File: config.mk
export PLATFORM = sky130hd
export DESIGN_NAME = multi_edge_detect
export DESIGN_NICKNAME = d
export VERILOG_FILES = /design/src/rtl/multi_edge_detect.sv
export SDC_FILE = /design/constraint.sdc
export NUM_CORES = 1
export LEC_CHECK = 0
export ABC_AREA = 1
export CAP_MARGIN = 20
export CORE_ASPECT_RATIO = 0.75
export CORE_MARGIN = 4
export CORE_UTILIZATION = 53
export DETAILED_ROUTE_END_ITERATION = 8
export GPL_TIMING_DRIVEN = 0
export PLACE_DENSITY = 0.89
export SETUP_SLACK_MARGIN = 0.1
export SKIP_LAST_GASP = 1
export SLEW_MARGIN = 40
export SYNTH_ARGS = -nofsm -noshare
export SYNTH_HDL_FRONTEND = slang
export SYNTH_SLANG_ARGS = --single-unit
File: constraint.sdc
create_clock -name clk -period 2.15 [get_ports clk]
set_clock_uncertainty 0.2 [all_clocks]
set_input_delay 0.43 -clock clk [delete_from_list [all_inputs] [get_ports clk]]
set_output_delay 0.43 -clock clk [all_outputs]
set_load 0.005 [all_outputs]
File: src/rtl/multi_edge_detect.sv
// Multi-channel input conditioner: each channel has a synchronizer, a debouncer and an edge qualifier.
// Each channel drives a one-cycle change pulse, a debounced level and a sticky event flag.
module multi_edge_detect #(
  parameter int CHANNELS    = 4,
  parameter int SYNC_STAGES = 2,
  parameter int DB_CYCLES   = 4
) (
  input  logic                clk,
  input  logic                rst,
  input  logic [CHANNELS-1:0] sig,
  input  logic [1:0]          mode,
  input  logic [CHANNELS-1:0] evt_clr,
  output logic [CHANNELS-1:0] sig_chng,
  output logic [CHANNELS-1:0] sig_lvl,
  output logic [CHANNELS-1:0] evt
);

  localparam int CNT_W = (DB_CYCLES > 1) ? $clog2(DB_CYCLES) : 1;
  localparam logic [CNT_W-1:0] CNT_ONE  = CNT_W'(1);
  localparam logic [CNT_W-1:0] CNT_LAST = CNT_W'(DB_CYCLES - 1);

  // Decide whether an accepted level change is reported under the given mode.
  function automatic logic edge_qualifies(input logic [1:0] edge_mode, input logic new_lvl);
    logic q;
    case (edge_mode)
      2'b00:   q = new_lvl;
      2'b01:   q = ~new_lvl;
      2'b10:   q = 1'b1;
      2'b11:   q = 1'b0;
      default: q = 1'b0;
    endcase
    return q;
  endfunction

  for (genvar i = 0; i < CHANNELS; i++) begin : g_ch
    logic [SYNC_STAGES-1:0] sync_r;
    logic [CNT_W-1:0]       cnt_r;
    logic                   lvl_r;
    logic                   chng_r;
    logic                   evt_r;

    logic                   sync_out_s;
    logic [CNT_W-1:0]       cnt_nxt_s;
    logic                   lvl_nxt_s;
    logic                   accept_s;
    logic                   qualify_s;
    logic                   evt_nxt_s;

    assign sync_out_s = sync_r[SYNC_STAGES-1];

    // Debounce: count consecutive disagreeing samples; the last one in the run flips the level.
    always_comb begin
      cnt_nxt_s = {CNT_W{1'b0}};
      lvl_nxt_s = lvl_r;
      accept_s  = 1'b0;
      if (sync_out_s != lvl_r) begin
        if (cnt_r == CNT_LAST) begin
          accept_s  = 1'b1;
          lvl_nxt_s = sync_out_s;
          cnt_nxt_s = {CNT_W{1'b0}};
        end else begin
          cnt_nxt_s = cnt_r + CNT_ONE;
        end
      end else begin
        cnt_nxt_s = {CNT_W{1'b0}};
      end
    end

    // Edge qualification and sticky flag; a set on the clearing edge wins so no event is lost.
    always_comb begin
      qualify_s = 1'b0;
      evt_nxt_s = evt_r;
      if (accept_s) begin
        qualify_s = edge_qualifies(mode, sync_out_s);
      end else begin
        qualify_s = 1'b0;
      end
      if (qualify_s) begin
        evt_nxt_s = 1'b1;
      end else if (evt_clr[i]) begin
        evt_nxt_s = 1'b0;
      end else begin
        evt_nxt_s = evt_r;
      end
    end

    // Channel state registers; reset discards any partial debounce run.
    always_ff @(posedge clk) begin
      if (rst) begin
        sync_r <= {SYNC_STAGES{1'b0}};
        cnt_r  <= {CNT_W{1'b0}};
        lvl_r  <= 1'b0;
        chng_r <= 1'b0;
        evt_r  <= 1'b0;
      end else begin
        sync_r <= {sync_r[SYNC_STAGES-2:0], sig[i]};
        cnt_r  <= cnt_nxt_s;
        lvl_r  <= lvl_nxt_s;
        chng_r <= qualify_s;
        evt_r  <= evt_nxt_s;
      end
    end

    assign sig_chng[i] = chng_r;
    assign sig_lvl[i]  = lvl_r;
    assign evt[i]      = evt_r;
  end

endmodule

**Word level (Yosys, flattened, before mapping)**

Index checks and enable logic that the tools add are counted.
W data, S select, Z words.

- Logic and storage cells: 80
- Bits in registers: 28
- Output and inout bits: 12
- Input bits: 12

- Add/subtract/negate cells: 4
- Reductions and logical operators: 13
- Bitwise operators: 8
- Mux-type cells: 24
- Equality and inequality tests: 11

Operators by type and width:

| cell | number |
|---|---|
| $mux W1 | 20 |
| $pmux W1 S4 | 4 |
| $eq A2 B2 Y1 const B | 6 |
| $reduce_or A3 Y1 | 4 |
| $add A2 B1 Y2 const B | 4 |
| $not A1 Y1 | 8 |
| $reduce_and A2 Y1 | 4 |
| $reduce_bool A2 Y1 | 4 |
| $ne A1 B1 Y1 | 4 |
| $eq A2 B1 Y1 const B | 1 |
| $logic_not A2 Y1 | 1 |

**Longest topological paths before layout**

- Depth in word-level cells: 5
- Gate-level depth with buffers: 7
- Mapped depth without buffers: 7

**Worst setup path after synthesis**

Ideal clock, no wire load.

- Kind: in2reg
- Start: input port rst
- End: register g_ch[1].evt_r
- Path slack: 0.917 ns
- Stages on the path: 7
- Buffers on the path: 2
- Data arrival time: 0.975 ns
- Data required time: 1.892 ns
- Path through: buf_6 -> inv_6 -> buf_12 -> nand2_4 -> nor2_4 -> nand3_2 -> nand2_1

RTL lines:

| what | line | source |
|---|---|---|
| start: declaration | 9 | `input logic rst,` |
| end signal: assignment | 100 | `evt_r <= evt_nxt_s;` |
| end: declaration | 40 | `logic evt_r;` |

**Worst setup path in the final report**

- Start: register g_ch[3].lvl_r
- End: output port sig_lvl[3]

RTL lines:

| what | line | source |
|---|---|---|
| start: declaration | 38 | `logic lvl_r;` |
| start signal: assignment | 98 | `lvl_r <= lvl_nxt_s;` |
| end: declaration | 14 | `output logic [CHANNELS-1:0] sig_lvl,` |

No word-level cell between the ends.

==> impl_metrics.csv <==
group,metric,value,unit
timing,hold_slack,103,ps
die,chipHeight,48.7,um
synth,synthesis.instances,145,
routing,wl_per_cell,10.1,um
timing,fmax,0.507,GHz
routing,met1_length,841,um
placement,place.detailed.hpwl,1560,um
min_path,holdPathStages,2,
synth,yosys.area_share.simple,0.223,
die,floorplan.io_pins,24,
placement,port_buffers,22,
critical_path,critical_path.cell_chain,"buf_4 > clkdlybuf4s50_1",
cts,numCtsBuffers,3,
placement,gp_congestion,0.817,
critical_path,cp-startpoint,"g_ch[3].lvl_r",
routing,residual_drc_count,0,
cts,tritoncts,"yes",
timing,setup-violations-final,0,
grt,overflow,0,
timing,setup_tns,0,ps
routing,dr_total_vias,913,
cts,postCtsHoldBufs,0,
timing,slew_violations,0,
cts,clock_latency,330,ps
critical_path,cpLargestDelayFamily,"buffers and inverters",
die,fp.dieArea,0.00303,mm2
critical_path,critical_path.endpoint,"sig_lvl[3]",
timing,rsz0062_at_grt,"false",
routing,highest-signal-layer,"met4",
grt,grt_pass1_vias,847,
critical_path,timing.setup.critical_path_class,"register to primary output",
timing,relative_slew_slack,0.853,
synth,synth-warning-count,0,
cts,cts_htree_levels,1,
finish,final_layout_size_suffix_gt1_frac,0.135,
critical_path,cell_with_the_biggest_individual_delay_on_the_critical_path,"sky130_fd_sc_hd__clkdlybuf4s50_1",
routing,detail_route.wirelength,1960,um
synth,synth_xor_xnor_area_share,0,
cts,ctsResizeCount,0,
timing,worstMarginPinSlew,220,ps
cts,clock-root-buffer,"sky130_fd_sc_hd__clkbuf_4",
critical_path,crit_cells,2,
routing,first_pass_iteration_count_of_the_detailed_router,4,
synth,synthesis.nets,161,
routing,avgViaCountPerCell,4.68,
outcome,run_status,"complete, no violations",
critical_path,arrival,1340,ps
critical_path,crit_buf_inv,2,
grt,grt_start_max_net_pins,17,
pwr,leakage,0.713,nW
synth,syn_area,0.00117,mm2
synth,synth_sequential_area_ratio,0.479,
job,drv.max_cap_violation_count,0,
die,dieWidth,62.3,um
min_path,holdCritPathClass,"input port to register",
grt,grt_first_pass_wirelength,3400,um
pwr,max-vdd-ir-drop,0.606,mV
finish,finished_core_util,0.719,
finish,commonest_non_fill_non_tap_cell_in_the_layout,"sky130_fd_sc_hd__inv_1",
timing,hold_viol,0,
critical_path,cp_data_required_time,1520,ps
cts,postCtsSetupRepairBufs,0,
finish,antennaDiodeCount,0,
die,start_util,0.571,
finish,area_delta_synth_final,25.9,%
synth,post_synth_fa_ha_maj_area_fraction,0.0427,
cts,max-clock-path-buffers,2,
critical_path,reg2reg_to,"g_ch[0].evt_r",
placement,pre_cts_ws,414,ps
critical_path,crit_path_start_kind,"register",
routing,drt-initial-drc-count,6,
die,core,0.00205,mm2
finish,filler_cell_count,166,
cts,total_number_of_clock_tree_sinks,28,
pwr,power_density,630,mW/mm2
timing,worst_slack_setup_final,179,ps
die,core.rowCount,14,
synth,synth-compound-area-share,0.0513,
critical_path,ff2ff_setup_slack,980,ps
finish,most-common-layout-cells,"29 x sky130_fd_sc_hd__inv_1, 28 x sky130_fd_sc_hd__dfxtp_1, 24 x sky130_fd_sc_hd__nor2_1, 22 x sky130_fd_sc_hd__clkdlybuf4s50_1, 18 x sky130_fd_sc_hd__nand2_1",
grt,number_of_antenna_violations_at_the_first_check_in_global_routing,0,
synth,yosys.cell_types.count,17,
routing,met3_length,107,um
critical_path,peak_fanout_along_the_critical_path,4,
synth,syn_avg_cell_area,8.08,um2
timing,finalCritPeriodShare,0.917,
critical_path,setup.worst_path.end_class,"primary output",
critical_path,cp_slowest_stage_delay,480,ps
routing,drtAntennaViolNets,0,
synth,synth_mux_area_frac,0,
critical_path,timing.reg2reg.worst_path_depth,7,
timing,fin_crit,1970,ps
routing,wl_met2,1000,um
synth,ys_ff_latch,28,
grt,grt_util_all_layers,0.136,
critical_path,rr_startpoint,"g_ch[0].cnt_r[0]",
synth,synth_top_family_by_area,"simple AND/OR/NAND/NOR gates",
finish,layout.nets,188,
cts,clkSlewWorstSetupHoldPaths,140,ps
==> per-layer routing <==
layer | vias up | track usage
met2 | 22 | 0.264
met5 | - | 0
li1 | 474 | -
met1 | 413 | 0.137
met4 | 0 | 0.0283
met3 | 4 | 0.0532
==> cell families after synthesis <==
family                   Yosys count
flip-flops                        28
buffers and inverters             44
AO/OA/AOI/OAI                     12
adder cells (fa/ha/maj)            4
AND/OR/NAND/NOR                   57
==> power by group <==
group          internal, W  switching (W)
Clock             0.000189       0.000143
Sequential        0.000528     0.00000490
Combinational    0.0000338      0.0000294
==> how the worst min path moves through the flow <==
stage / start / endpoint / slack [ps]
floorplan: g_ch[0].sync_r[0] / g_ch[0].sync_r[1] / 190
global placement: g_ch[3].sync_r[0] / g_ch[3].sync_r[1] / 190
detailed placement: g_ch[1].sync_r[0] / g_ch[1].sync_r[1] / 200
CTS: rst / g_ch[3].sync_r[1] / 100
global route: rst / g_ch[3].sync_r[1] / 70
finish: rst / g_ch[3].sync_r[0] / 100
==> sequential cells by signal, summed over array words and instances (netlist names) <==
| signal | count |
|---|---|
| g_ch.chng_r | 4 |
| g_ch.cnt_r | 8 |
| g_ch.lvl_r | 4 |
| g_ch.sync_r | 8 |
| g_ch.evt_r | 4 |
==> layout make-up <==
cell class | instances | area (um2) | area share
Sequential cell | 28 | 561 | 0.380
Timing Repair Buffer | 22 | 220 | 0.149
Buffer | 14 | 121 | 0.0823
Clock buffer | 3 | 22.5 | 0.0153
Tap cell | 24 | 30.0 | 0.0204
Inverter | 30 | 118 | 0.0798
Clock inverter | 1 | 30.0 | 0.0204
Multi-Input combinational cell | 73 | 372 | 0.252
==> Yosys cell counts, drive strengths merged <==
master  instances  area (um2)
o21ai           8        40.0
ha              4        50.1
nand3           8        45.0
a21oi           4        20.0
nand3b          4        30.0
nor2           25         101
dfxtp          28         561
nand2          20        85.1
inv            30         118
buf            14         121
==> stage by stage <==
| stage | std cells | power (W) | area, um2 |
|---|---|---|---|
| after CTS | 195 | 0.000937 | 1470 |
| after floorplan | 145 | 0.000580 | 1170 |
| final | 195 | 0.000928 | 1470 |
| after global placement | 191 | 0.000604 | 1420 |
| after global routing | 195 | 0.000977 | 1470 |
| after detailed placement | 191 | 0.000608 | 1420 |
(Power assumes the default switching activity.)
